===== config.mk =====
export PLATFORM = sky130hd
export DESIGN_NAME = timer_irq_flat
export DESIGN_NICKNAME = d
export VERILOG_FILES = /design/src/rtl/periph_pkg.sv /design/src/rtl/timer_irq_if.sv /design/src/rtl/timer_prescaler.sv /design/src/rtl/timer_irq.sv /design/src/flat_wrapper.sv
export SDC_FILE = /design/constraint.sdc
export NUM_CORES = 1
export LEC_CHECK = 0
export ABC_AREA = 1
export BUFFER_PORTS_ARGS = -buffer_cell sky130_fd_sc_hd__buf_2
export CORE_UTILIZATION = 50
export CTS_CLUSTER_DIAMETER = 50
export CTS_CLUSTER_SIZE = 25
export DETAILED_ROUTE_END_ITERATION = 12
export PLACE_DENSITY = 0.73
export SLEW_MARGIN = 30
export SYNTH_ARGS = -nofsm -noshare
export SYNTH_HDL_FRONTEND = slang
export SYNTH_SLANG_ARGS = --single-unit
export TNS_END_PERCENT = 100

===== constraint.sdc =====
create_clock -name clk -period 1.75 [get_ports clk]
set_input_delay 0.0875 -clock clk [delete_from_list [all_inputs] [get_ports clk]]
set_output_delay 0.0875 -clock clk [all_outputs]
set_load 0.03 [all_outputs]

===== src/rtl/periph_pkg.sv =====
// periph_pkg: shared register map and bit positions for the memory-mapped timer.
`default_nettype none

package periph_pkg;

  localparam logic [31:0] TIMER_BASE = 32'h4000_0000;

  localparam logic [3:0] TH_OFS   = 4'h0;
  localparam logic [3:0] TL_OFS   = 4'h4;
  localparam logic [3:0] TCON_OFS = 4'h8;
  localparam logic [3:0] TPS_OFS  = 4'hC;

  localparam int TCON_EN = 0;
  localparam int TCON_IE = 1;
  localparam int TCON_ST = 2;

endpackage

`default_nettype wire


===== src/rtl/timer_irq_if.sv =====
// timer_irq_if: data-memory bus view of the timer plus its interrupt line.
`default_nettype none

interface timer_irq_if;
  logic [31:0] addr;
  logic [31:0] wdata;
  logic        MemRead;
  logic        MemWrite;
  logic [31:0] rdata;
  logic        hit;
  logic        irq;

  modport master (output addr, wdata, MemRead, MemWrite, input rdata, hit, irq);
  modport slave  (input addr, wdata, MemRead, MemWrite, output rdata, hit, irq);
endinterface

`default_nettype wire


===== src/rtl/timer_prescaler.sv =====
// timer_prescaler: emits one tick every (tps+1) enabled cycles; held in reset while disabled.
`default_nettype none

module timer_prescaler (
  input  logic       clk,
  input  logic       reset,
  input  logic       en,
  input  logic [7:0] tps,
  output logic       tick
);

  logic [7:0] r_cnt;

  assign tick = en && (r_cnt == tps);

  always_ff @(posedge clk or posedge reset) begin
    if (reset) begin
      r_cnt <= '0;
    end else if (!en || tick) begin
      r_cnt <= '0;
    end else begin
      r_cnt <= r_cnt + 8'd1;
    end
  end

endmodule

`default_nettype wire


===== src/rtl/timer_irq.sv =====
// timer_irq: 32-bit reload timer with level interrupt on the data-memory bus.
// Optional TPS prescaler register is built when TIMER_PRESCALE_EN is defined.
`default_nettype none

module timer_irq
  import periph_pkg::*;
#(
  parameter logic [31:0] BASE_ADDR = TIMER_BASE
) (
  input  logic        clk,
  input  logic        reset,
  timer_irq_if.slave  bus
);

  logic [31:0] r_th;
  logic [31:0] r_tl;
  logic [2:0]  r_tcon;

  logic        w_hit;
  logic [3:0]  w_ofs;
  logic        w_wr;
  logic        w_rd;
  logic        w_tick;
  logic        w_ovf;
  logic        w_st_set;
  logic        w_unused;

  assign w_hit    = (bus.addr[31:4] == BASE_ADDR[31:4]);
  assign w_ofs    = {bus.addr[3:2], 2'b00};
  assign w_wr     = bus.MemWrite && w_hit;
  assign w_rd     = bus.MemRead && w_hit;
  assign w_unused = ^bus.addr[1:0];

`ifdef TIMER_PRESCALE_EN
  logic [7:0] r_tps;

  always_ff @(posedge clk or posedge reset) begin
    if (reset) begin
      r_tps <= '0;
    end else if (w_wr && (w_ofs == TPS_OFS)) begin
      r_tps <= bus.wdata[7:0];
    end
  end

  timer_prescaler u_prescaler (
    .clk   (clk),
    .reset (reset),
    .en    (r_tcon[TCON_EN]),
    .tps   (r_tps),
    .tick  (w_tick)
  );
`else
  assign w_tick = r_tcon[TCON_EN];
`endif

  assign w_ovf    = w_tick && (r_tl == 32'hFFFF_FFFF);
  assign w_st_set = w_ovf && r_tcon[TCON_IE];

  always_ff @(posedge clk or posedge reset) begin
    if (reset) begin
      r_th   <= '0;
      r_tl   <= '0;
      r_tcon <= '0;
    end else begin
      if (w_wr && (w_ofs == TH_OFS)) begin
        r_th <= bus.wdata;
      end
      // A software TL write beats both the reload and the increment.
      if (w_wr && (w_ofs == TL_OFS)) begin
        r_tl <= bus.wdata;
      end else if (w_ovf) begin
        r_tl <= r_th;
      end else if (w_tick) begin
        r_tl <= r_tl + 32'd1;
      end
      // An overflow in the same cycle as a clearing write keeps ST set.
      if (w_wr && (w_ofs == TCON_OFS)) begin
        r_tcon <= {bus.wdata[TCON_ST] | w_st_set, bus.wdata[TCON_IE], bus.wdata[TCON_EN]};
      end else if (w_st_set) begin
        r_tcon[TCON_ST] <= 1'b1;
      end
    end
  end

  always_comb begin
    bus.rdata = '0;
    if (w_rd) begin
      case (w_ofs)
        TH_OFS:   bus.rdata = r_th;
        TL_OFS:   bus.rdata = r_tl;
        TCON_OFS: bus.rdata = {29'd0, r_tcon};
`ifdef TIMER_PRESCALE_EN
        TPS_OFS:  bus.rdata = {24'd0, r_tps};
`endif
        default:  bus.rdata = '0;
      endcase
    end
  end

  assign bus.hit = w_hit;
  assign bus.irq = r_tcon[TCON_ST];

endmodule

`default_nettype wire


===== src/flat_wrapper.sv =====
// flat-port wrapper written by rule: the top's interface ports become plain ports
module timer_irq_flat import periph_pkg::*;
#(
  parameter logic [31:0] BASE_ADDR = TIMER_BASE
)
  (clk, reset, bus_addr, bus_wdata, bus_MemRead, bus_MemWrite, bus_rdata, bus_hit, bus_irq);
  timer_irq_if bus_i ();
  input  logic clk;
  input  logic reset;
  input wire logic [$bits(bus_i.addr)-1:0] bus_addr;
  input wire logic [$bits(bus_i.wdata)-1:0] bus_wdata;
  input wire logic [$bits(bus_i.MemRead)-1:0] bus_MemRead;
  input wire logic [$bits(bus_i.MemWrite)-1:0] bus_MemWrite;
  output wire logic [$bits(bus_i.rdata)-1:0] bus_rdata;
  output wire logic [$bits(bus_i.hit)-1:0] bus_hit;
  output wire logic [$bits(bus_i.irq)-1:0] bus_irq;
  assign bus_i.addr = bus_addr;
  assign bus_i.wdata = bus_wdata;
  assign bus_i.MemRead = bus_MemRead;
  assign bus_i.MemWrite = bus_MemWrite;
  assign bus_rdata = bus_i.rdata;
  assign bus_hit = bus_i.hit;
  assign bus_irq = bus_i.irq;
  timer_irq #(.BASE_ADDR(BASE_ADDR)) u_core (.clk(clk), .reset(reset), .bus(bus_i));
endmodule

Word-level counts from Yosys, hierarchy flattened
Cells that the tools add are included.

operators by class
  reduce and logical (&&, ||, !) cells = 10
  multiplexer cells = 7
  equality and inequality tests = 4
  bitwise logic cells = 1
  add/subtract/negate cells = 1

operator list
  kind                     number
  $mux W32                 4
  $pmux W32 S3             1
  $add A32 B1 Y32 const B  1
  $eq A32 B32 Y1 const B   1
  $eq A28 B27 Y1 const B   1
  $logic_and A1 B1 Y1      7
  $logic_not A4 Y1         1
  $reduce_bool A3 Y1       1
  $eq A2 B1 Y1 const B     1
  $eq A2 B2 Y1 const B     1
  $mux W1                  2
  $reduce_bool A2 Y1       1
  $or A1 B1 Y1             1

storage, ports and cells
  bits in registers = 67
  output and inout bits = 34
  word-level logic and storage cells = 27

Depth between registers and ports, before layout
Gate-level depths: netlist (run 1).

  depth after elaboration = 5
  depth in mapped cells = 11

Worst setup path before layout (run 1)
OpenSTA, ideal clock, no wires.

  path kind = register -> register
  start = register u_core.r_tl[0]
  end = register u_core.r_tl[15]
  setup slack = 0.083 ns
  data arrival time = 1.543 ns
  path buffers = 1
  clock period less this slack = 1.667 ns
  cell stages (with the launch flop) = 12
  path through = dfrtp_1 ha_1 nand2_2 nor2_4 nand2_2 nor2_8 nand3_2 buf_2 nand3_1 nand2_1 nand2_1 nand3_1

between the ends
  cells in the longest elaborated chain, start to end = 4
  elaborated cells between the ends (all ways) = 7
  those cells by class = add/sub: 1; eq/ne: 1; mux: 3; reduce/logical: 2

ends and longest elaborated chain
  what                                               RTL line                          source
  from (decl)                                        timer_irq.sv:16                   logic [31:0] r_tl;
  from (signal assigned)                             timer_irq.sv:70                   r_tl <= bus.wdata;
  from (signal assigned)                             timer_irq.sv:72                   r_tl <= r_th;
  from (signal assigned)                             timer_irq.sv:74                   r_tl <= r_tl + 32'd1;
  $add A32 B1 Y32 or $eq A32 B32 Y1 (tied branches)  timer_irq.sv:74, timer_irq.sv:56
  $mux W32 or $logic_and A1 B1 Y1 (tied branches)    timer_irq.sv:73, timer_irq.sv:56
  $mux W32                                           timer_irq.sv:71                   end else if (w_ovf) begin
  $mux W32                                           timer_irq.sv:69                   if (w_wr && (w_ofs == TL_OFS)) begin

Several ways; a longest one is shown, not always the timed one. The select of a mux whose other input is x is not followed.
A chain may end at the register's enable or synchronous reset.

Final worst setup path (run 1)
  start = register u_core.r_tl[1]
  end = register u_core.r_tl[0]

between the ends
  cells in the longest elaborated chain, start to end = 4
  elaborated cells between the ends (all ways) = 5
  those cells by class = eq/ne: 1; mux: 2; reduce/logical: 2

ends and longest elaborated chain
  what                   RTL line         source
  $eq A32 B32 Y1 *       timer_irq.sv:56  assign w_ovf = w_tick && (r_tl == 32'hFFFF_FFFF);
  $logic_and A1 B1 Y1 *  timer_irq.sv:56
  $mux W32               timer_irq.sv:71
  $mux W32               timer_irq.sv:69

Every way passes the cells marked *; elsewhere a longest branch is shown, timed or not.

==> results of run 1 <==
## cells by family (layout without fill, tap and decap cells)
logic type | count (synthesis) | after routing
compound gates | 79 | 79
xor+xnor | 13 | 13
fa+ha+maj | 1 | 1
buf+inv | 115 | 289
flops | 67 | 67
simple gates | 501 | 501
## where the power goes
group	switching, mW	internal, mW	total [mW]
Combinational	0.135	0.125	0.260
Sequential	0.0000978	1.55	1.55
Clock	0.615	0.539	1.15
Total	0.750	2.21	2.96
## metrics by stage
step,std cells,worst slack (ns)
finish,1079,0.00765
global route,1079,-0.0473
CTS,1069,-0.0134
detailed placement,1021,-0.0143
global placement,1021,0.0578
floorplan,776,0.0828
## final cells by class
| cell class | instances | area (µm²) | area share, % |
|---|---|---|---|
| Inverter | 80 | 309 | 4.71 |
| Sequential cell | 67 | 1680 | 25.7 |
| Clock inverter | 3 | 15.0 | 0.229 |
| Timing Repair Buffer | 194 | 1420 | 21.6 |
| Tap cell | 129 | 161 | 2.46 |
| Clock buffer | 12 | 145 | 2.21 |
| Multi-Input combinational cell | 594 | 2830 | 43.1 |
## cells in the mapped netlist, types with 2 or more instances
library cell | count | area, µm²
sky130_fd_sc_hd__o21bai_1 | 2 | 15.0
sky130_fd_sc_hd__nor2_8 | 2 | 40.0
sky130_fd_sc_hd__inv_2 | 6 | 22.5
sky130_fd_sc_hd__a21oi_1 | 29 | 145
sky130_fd_sc_hd__buf_1 | 2 | 7.51
sky130_fd_sc_hd__nand4_1 | 41 | 257
sky130_fd_sc_hd__nand2_2 | 4 | 25.0
sky130_fd_sc_hd__buf_2 | 8 | 40.0
sky130_fd_sc_hd__nand3_2 | 3 | 30.0
sky130_fd_sc_hd__nor2_1 | 57 | 214
sky130_fd_sc_hd__xor2_1 | 8 | 70.1
sky130_fd_sc_hd__nand3_1 | 88 | 440
sky130_fd_sc_hd__a31oi_1 | 3 | 18.8
sky130_fd_sc_hd__o21ai_0 | 21 | 105
sky130_fd_sc_hd__buf_4 | 5 | 37.5
sky130_fd_sc_hd__nor2_2 | 5 | 31.3
sky130_fd_sc_hd__nand2_1 | 294 | 1100
sky130_fd_sc_hd__dfrtp_1 | 67 | 1680
sky130_fd_sc_hd__o21ai_1 | 24 | 120
sky130_fd_sc_hd__inv_1 | 62 | 233
sky130_fd_sc_hd__clkinv_1 | 12 | 45.0
sky130_fd_sc_hd__clkbuf_1 | 19 | 71.3
sky130_fd_sc_hd__nor2_4 | 4 | 45.0
sky130_fd_sc_hd__xnor2_1 | 5 | 43.8
## per-layer routing
metal  vias up  wire length [µm]  track usage, %
li1       2846                 -               -
met4         0               389            13.0
met5         -                 0               0
met2       223              8070            57.7
met1      2702              6780            41.3
met3        34               948            4.58
## critical path: cells and delay by family (launching register included)
kind,cells,cell delay (ns)
AO/OA/AOI/OAI,1,0.05
adder cells (fa/ha/maj),1,0.17
buffers and inverters,1,0.19
flip-flops,1,0.43
AND/OR/NAND/NOR,8,0.76
## worst min-delay path by stage
stage | to | slack (ns) | from
after floorplan | u_core.r_tcon[1]$_DFFE_PP0P_ | 0.20 | bus_wdata[1]
after global placement | u_core.r_tcon[1]$_DFFE_PP0P_ | 0.22 | reset
after detailed placement | u_core.r_tcon[1]$_DFFE_PP0P_ | 0.23 | reset
after CTS | u_core.r_tcon[1]$_DFFE_PP0P_ | 0.20 | bus_addr[2]
after global routing | u_core.r_tcon[1]$_DFFE_PP0P_ | 0.27 | bus_addr[2]
final | u_core.r_tcon[1]$_DFFE_PP0P_ | 0.20 | bus_addr[2]
## repair_timing
action	CTS	global route
hold buffers	33	0
buffers inserted	0	8
gates resized for setup	4	28
setup endpoints to repair	5	31
cloned	0	2
pin swaps	0	4
hold endpoints to repair	120	0
## flip-flops by register name (all words and copies together), names as in the netlist
signal / flops
u_core.r_th: 32
u_core.r_tl: 32
u_core.r_tcon: 3
==> run summary, run 1 <==
After Yosys synthesis, XOR and XNOR cells account for 2.33% of the synthesized area. In the final layout, the share of cells above drive strength 1 is 23.1%. Following the worst setup path forward leads to its endpoint at u_core.r_tl[0]$_DFFE_PP0P_. Across the VDD grid, the largest voltage drop is 0.313 mV. The post-detailed-route wirelength per cell is 15.0 µm, and the placed standard-cell area is 5860 µm².

The overall via count from detail_route is 5805, and the number of sinks on the clock net is 67. After clock tree synthesis, the clock-pin slew on the worst setup and hold paths is 0.07 ns. The worst setup path is launched from a flop. Overall power after layout: 2.96 mW. During placement, the flow inserted port buffers numbering 99. The adder and majority cell fraction of the synthesized area is 0.256%. Across all hold checks on the routed design, the worst slack comes to 0.202 ns. In this run the clock root is driven by a sky130_fd_sc_hd__clkbuf_8.

The run gives 5536 as the via count of the first global-routing pass. The endpoint identified for the worst register-to-register timing path is u_core.r_tl[0]$_DFFE_PP0P_. The maximum operating frequency is 574 MHz, and the final number of hold-violating endpoints is 0. Clock skew on the completed layout was measured at 0.00920 ns.

The critical path goes through ha_4 -> nand2_4 -> nor2_4 -> nand2_4 -> nor2_8 -> nand3_4 -> buf_12 -> nand2_2 -> o21ai_1 -> nand2_1 -> nand3_1. The library cell used most frequently in the layout, excluding fill and tap cells, is sky130_fd_sc_hd__nand2_1. The area overhead of the layout relative to synthesis is 34.2%. The run gives 4890 µm² as the post-synthesis instance area. The first global-routing pass estimated 26100 µm of wire.

The most used flip-flop cell after synthesis is sky130_fd_sc_hd__dfrtp_1. At the worst endpoint, the arrival time is 1.98 ns. Library cell appearing most often on the critical path: sky130_fd_sc_hd__nand2_4. The worst slew slack as a fraction of its limit is 74.1%, and the CTS buffer count is 9.

For the pin with the worst max-slew slack, the measured transition is 0.388 ns. The total track usage came out at 33.1%. Sequential cells were found to cover 34.3% of the synthesized design area. The die span in x came out at 101 µm. The first detailed-routing pass ran for 6 iterations.

Global routing finished with a remaining overflow of 0. After detailed routing, the number of vias per cell comes to 5.38. The maximum number of pins on one net before global-route repair is 68.

The initial utilization of the core area, before any placement, comes to 52.1%. The cell count after synthesis came out at 776. The number of different library cells in the post-synthesis netlist was 29; the average footprint of a synthesized cell was 6.30 µm².

The cell area power density was 452 nW/µm²; the number of violations of the max-capacitance limit was 0. The filler cells instantiated in the layout total 854. The synthesized netlist devotes 8.27% of its cell area to compound gates. The number of H-tree levels is 3. When the netlist entered floorplanning its net count stood at 845. The max-slew violation count is 0.

The Yosys step of the flow raised 0 warnings. Of the total synthesized cell area, the portion taken by AND, OR, NAND and NOR gates is 45.2%. The run gives 0 as the initial antenna violation count.

For this run, design rule violations remaining after detail routing come to 0. Adding up every negative setup slack in the final design gives 0 ns. Setup violations remaining at the end of the flow were counted as 0.

Summed over all layers, the routed wires come to 16200 µm. Routability-driven placement finished with a final weighted congestion of 0.961. The total area inside the core boundary comes to 9370 µm². Summed over all nets, the half-perimeter wirelength after detailed placement is 11200 µm. 102 I/O pins were placed.

In this run the remaining antenna-violating nets after routing total 0. The start point of the critical path is u_core.r_tl[1]$_DFFE_PP0P_. The final net count came out at 1015. For this design, the slowest cell found on the critical path is sky130_fd_sc_hd__dfrtp_1.

The number of flops mapped to enable cells by yosys was 0. Measured on the finished design, the core utilization comes to 70.0%. The overall die area is 10200 µm².

Along the worst hold path, the cell count comes to 5. The setup check on the worst reg-to-reg path leaves a slack of 0.008 ns. Counting cells, the worst reg-to-reg path comes to 11.

After the first detailed-routing iteration, the DRC count stood at 398. The library cells used most frequently in the layout, excluding fill and tap cells, are sky130_fd_sc_hd__nand2_1 (289), sky130_fd_sc_hd__buf_2 (99), sky130_fd_sc_hd__nand3_1 (85), sky130_fd_sc_hd__inv_1 (61), sky130_fd_sc_hd__dfrtp_1 (61). The die is 101 µm tall. TritonCTS built the clock tree. The clock insertion delay at the later pin of the skew report is 0.36 ns, and the final critical path time including I/O delays and setup is 1.74 ns.

The area of all placed cells without fillers is 6560 µm², and the multiplexer share of the synthesized area is 0%. The worst stage delay on the critical path was 0.43 ns; the number of register bits inferred by synthesis was 67. The run finished with clean final reports. Kind of critical path: reg -> reg. The number of antenna diodes in the final layout is 0.

The final critical-path share of the clock period is 99.6%, and the clock tree buffer depth is 2. The kind of path behind the tightest hold check is in -> reg. Dominant combinational cell family by area after synthesis: simple AND/OR/NAND/NOR gates.

The share of synthesized registers carrying an async set or reset is 100%. At the worst endpoint, the required time is 1.99 ns. The reg-to-reg startpoint is u_core.r_tl[1]$_DFFE_PP0P_. The floorplan has 35 rows. In this run the worst path has a maximum fanout of 10. The leakage dissipation came out at 3.27 nW. Setup repair after global routing could not meet its margin everywhere. The capturing element type of the critical path was a flop.
Note: power is estimated with default switching activity, not from simulation.
==> inputs of run 2 (changes only) <==
--- a/config.mk
+++ b/config.mk
@@ -7,6 +7,7 @@
 export LEC_CHECK = 0
 export ABC_AREA = 1
 export BUFFER_PORTS_ARGS = -buffer_cell sky130_fd_sc_hd__buf_2
+export CORE_MARGIN = 4
 export CORE_UTILIZATION = 50
 export CTS_CLUSTER_DIAMETER = 50
 export CTS_CLUSTER_SIZE = 25
@@ -15,5 +16,6 @@
 export SLEW_MARGIN = 30
 export SYNTH_ARGS = -nofsm -noshare
 export SYNTH_HDL_FRONTEND = slang
+export SYNTH_HIERARCHICAL = 1
 export SYNTH_SLANG_ARGS = --single-unit
 export TNS_END_PERCENT = 100
==> run 2 against run 1 <==
Effect of this change: power rose by 11%; sequential share of layout area fell by 0.78 points; first-iteration DRC count rose by 19%; critical path depth did not move; cell count rose by 1.4%; highest routed layer unchanged; setup slack improved by 0.022 ns; non-clock buffer count rose by 14; flip-flop and latch count did not move; utilization rose by 1.9 points; critical endpoint is now u_core/r_tl[30]$_DFFE_PP0P_; global-route usage fell by 4.2 points; design area rose by 2.7%.
==> run summary, run 2 <==
The clock tree buffer depth was 2 (unchanged). The critical path launch point type is a flop. The transition time at the pin with the least slew margin was 0.547 ns (+0.160 ns).

The largest registers in the layout are u_core/r_th (32), u_core/r_tl (32), u_core/r_tcon (3). For the post-synthesis instance area, the log shows 4890 µm² (+0.15%). CTS buffer count: 9 (unchanged). For the detailed placement HPWL, the log shows 11300 µm (+0.68%).

The final cell count without fillers is 1094 (+1.4%), and the area share of the leading cell type in the synthesized netlist is 34.3% (-0.053 points). The top cell types in the final layout, fill and taps aside, are sky130_fd_sc_hd__nand2_1 (283), sky130_fd_sc_hd__buf_2 (99), sky130_fd_sc_hd__nand3_1 (80), sky130_fd_sc_hd__inv_1 (75), sky130_fd_sc_hd__dfrtp_1 (66). The wire length after detailed routing was 16400 µm (+1.2%). Walking the worst path, the cells encountered are ha_4 -> nand2_4 -> nor2_4 -> nand2_4 -> nor2_4 -> nand2_2 -> nor2_4 -> clkbuf_16 -> nand2_1 -> nand4_1 -> nand2_1. The sequential area share after synthesis came out at 34.3% (-0.053 points). The I/O pin total is 102 (unchanged), and the synthesized net count is 847 (+0.24%). Setup repair after global routing could not meet its margin everywhere. The number of vias per cell works out to 5.40 (+0.33%). The final critical-path share of the clock period came out at 98.3% (-1.3 points). The tools report the number of H-tree levels as 3 (unchanged). The DRC violations left is 0 (unchanged). The area growth from synthesis to layout is 37.7%. On the critical path, the stage with the largest delay is an instance of sky130_fd_sc_hd__dfrtp_1. TritonCTS built the clock tree. The number of register bits inferred by synthesis came out at 67 (unchanged). The number of iterations in the first detailed-routing pass was 7 (+1); the average footprint of a synthesized cell was 6.29 µm² (-0.10%). The maximum fanout along the worst path was 6 (-4). The global-route wire length before repair came out at 26900 µm (+2.7%). The run gives 1030 (+1.5%) as the final net count. Final critical path time including I/O delays and setup: 1.72 ns (-0.0219 ns). The final worst slack is 0.0295 ns (+0.0219 ns). The kind of cell with the highest combined delay along the critical path is simple AND/OR/NAND/NOR gates. For the initial antenna violation count, the log shows 0 (unchanged). The worst path arrival time came out at 1.96 ns (-0.02 ns). The floorplan die height is 107 µm (+6.0%), and the buffer and inverter count on the worst path is 1 (unchanged).

The final global-route overflow total was 0 (unchanged). The clock-pin slew reported for the worst setup and hold paths after clock tree synthesis was 0.08 ns (about the same). The library cell appearing most often on the critical path is sky130_fd_sc_hd__nor2_4. The initial core utilization came out at 52.2% (+0.080 points). The proportion of layout cells with a drive suffix above 1 works out to 25.1% (+2.0 points).

The tools report the via count of the first global-routing pass as 5635 (+1.8%). The tools report the placeable core region as 9370 µm² (unchanged). STA classifies the critical path endpoint as a flop. The maximum operating frequency was 581 MHz (+1.3%); the worst-case setup slack after placement was 0.0589 ns (+0.0732 ns).

Share of synthesized registers carrying an async set or reset: 100% (unchanged). Number of design-rule violations left by the first detailed-router iteration: 475 (+19%). The logs give 11400 µm² (+12%) for the overall die area and 0 (unchanged) for the final-report setup violation count. For the number of different library cells in the post-synthesis netlist, the log shows 29 (unchanged). The worst supply voltage drop on vdd was 0.396 mV (+26%); the floorplan row count was 35 (unchanged). For the leakage dissipation, the log shows 3.26 nW (-0.14%). The multi-input logic area is 2860 µm² (+1.0%), and the clock insertion delay at the later pin of the skew report is 0.35 ns (about the same). The worst stage delay on the critical path works out to 0.40 ns (-0.03 ns). The tools report the clock tree root buffer cell as sky130_fd_sc_hd__clkbuf_8. Most frequent standard cell in the layout excluding fill and tap cells: sky130_fd_sc_hd__nand2_1. The setup clock skew after layout was 0.00987 ns (+0.000663 ns); the cell area power density was 486 nW/µm² (+7.6%). The routability-driven placement congestion ratio is 0.963 (+0.29%), and the die span in x is 107 µm (+6.0%). The post-detailed-route wirelength per cell is 15.0 µm (-0.22%). The run gives 790 (-7.5%) as the total of fill cells in the finished design. The run gives 41 (-40%) as the maximum number of pins on one net before global-route repair.

The tools report the overall via count from detail_route as 5905 (+1.7%). The post-layout utilization of the core is 71.9% (+1.9 points). The number of flops mapped to enable cells by yosys is 0 (unchanged), and the total track usage is 28.9% (-4.2 points). The number of warnings printed during yosys synthesis came out at 6 (+6). Final number of hold-violating endpoints: 0 (unchanged). The remaining antenna violation count is 0 (unchanged).

The critical path is of the reg -> reg type. Of all cell types, the one taking the most synthesized area is sky130_fd_sc_hd__dfrtp_1. After synthesis, the cell types taking the most area are sky130_fd_sc_hd__dfrtp_1 (34%), sky130_fd_sc_hd__nand2_1 (22%), sky130_fd_sc_hd__nand3_1 (8.4%). For the area occupied by registers, the log shows 1680 µm² (-0.37%). The number of sinks on the clock net is 67 (unchanged). Data required time at the worst endpoint: 1.99 ns (about the same).

The kind of path behind the tightest hold check was in -> async. The number of instances in the synthesized netlist was 778 (+0.26%); the max-slew violation count was 0 (unchanged). The run gives 0 (unchanged) as the count of inserted antenna diode cells. The commonest cells after synthesis are sky130_fd_sc_hd__nand2_1 (292), sky130_fd_sc_hd__nand3_1 (82), sky130_fd_sc_hd__inv_1 (76). The count of input and output buffers works out to 99 (unchanged).

The flow ran to the end, and the final reports show no timing, DRC or antenna violations. For the number of violations of the max-capacitance limit, the log shows 0 (unchanged). The most instantiated library cell after synthesis is sky130_fd_sc_hd__nand2_1.

The top flip-flop cell by instance count after synthesis was sky130_fd_sc_hd__dfrtp_1. The aggregate negative setup slack was 0 ns (unchanged); the worst slew slack as a fraction of its limit was 63.5% (-11 points). The placed instance count is 1037 (+1.6%).
run 2: cell count changes after synthesis, sizes merged, moves of 3 or more:
cell    change
nand2       -3
nand3b      +3
clkinv     -12
o21ai       +4
xnor2       -3
clkbuf      -4
nand3       -6
inv        +10
nand4       -4
buf         +5
nor2       +10
run 2: metrics by stage:
step                hold WS, ns  area (µm²)  power (mW)
CTS                       0.143        6500        3.28
global route              0.175        6740        3.38
finish                    0.147        6740        3.27
global placement        -0.0373        5940        1.78
detailed placement      -0.0350        5940        1.78
floorplan                 0.204        4900        1.65
run 2: cell type report:
class	instances	share of cell area, %
sequential	67	24.9
tap	129	2.40
multi-input combinational	597	42.4
inverter	78	4.40
clock buffer	10	2.04
clock inverter	5	1.15
timing repair buffer	208	22.7
run 2: cells by family (layout without fill, tap and decap cells):
family / count (synthesis) / count (layout) / synth area share (%)
compound gates: 84 / 84 / 8.82
xor+xnor: 10 / 10 / 1.79
fa+ha+maj: 1 / 1 / 0.256
buf+inv: 114 / 301 / 9.95
flops: 67 / 67 / 34.3
simple gates: 502 / 502 / 44.9
run 2: layer usage:
layer	up-vias	wire length [µm]	track usage, %
li1	2856	-	-
met1	2714	6770	38.0
met2	295	7940	48.0
met3	40	1320	4.03
met4	0	347	11.6
met5	-	0	0
run 2: final timing paths:
check	start	end	slack, ns	depth (start not counted)
max	u_core/r_tl[1]$_DFFE_PP0P_	u_core/r_tl[30]$_DFFE_PP0P_	0.03	11
min	reset	u_core/r_th[30]$_DFFE_PP0P_	0.15	3
max reg2reg	u_core/r_tl[1]$_DFFE_PP0P_	u_core/r_tl[30]$_DFFE_PP0P_	0.03	11
min reg2reg	u_core/r_tcon[1]$_DFFE_PP0P_	u_core/r_tcon[1]$_DFFE_PP0P_	0.52	2
max in group asynchronous	reset	u_core/r_tl[5]$_DFFE_PP0P_	0.88	4
min in group clk	bus_addr[3]	u_core/r_tcon[1]$_DFFE_PP0P_	0.19	4
run 2: repair_timing:
item,CTS,global route
cloned,0,2
gates resized for setup,2,41
endpoints found under the setup margin,1,28
pin swaps,0,7
hold endpoints to repair,117,0
hold buffers,33,0
setup buffers,0,7
run 2: where the power goes:
group	internal (mW)	switching, mW
clock network	0.829	0.638
registers	1.55	0.0000768
logic	0.124	0.135
run 2: worst min-delay path, stage by stage:
cell and delay (ns):
sky130_fd_sc_hd__dlygate4sd3_1 0.53, sky130_fd_sc_hd__buf_2 0.13, sky130_fd_sc_hd__clkinvlp_4 0.07
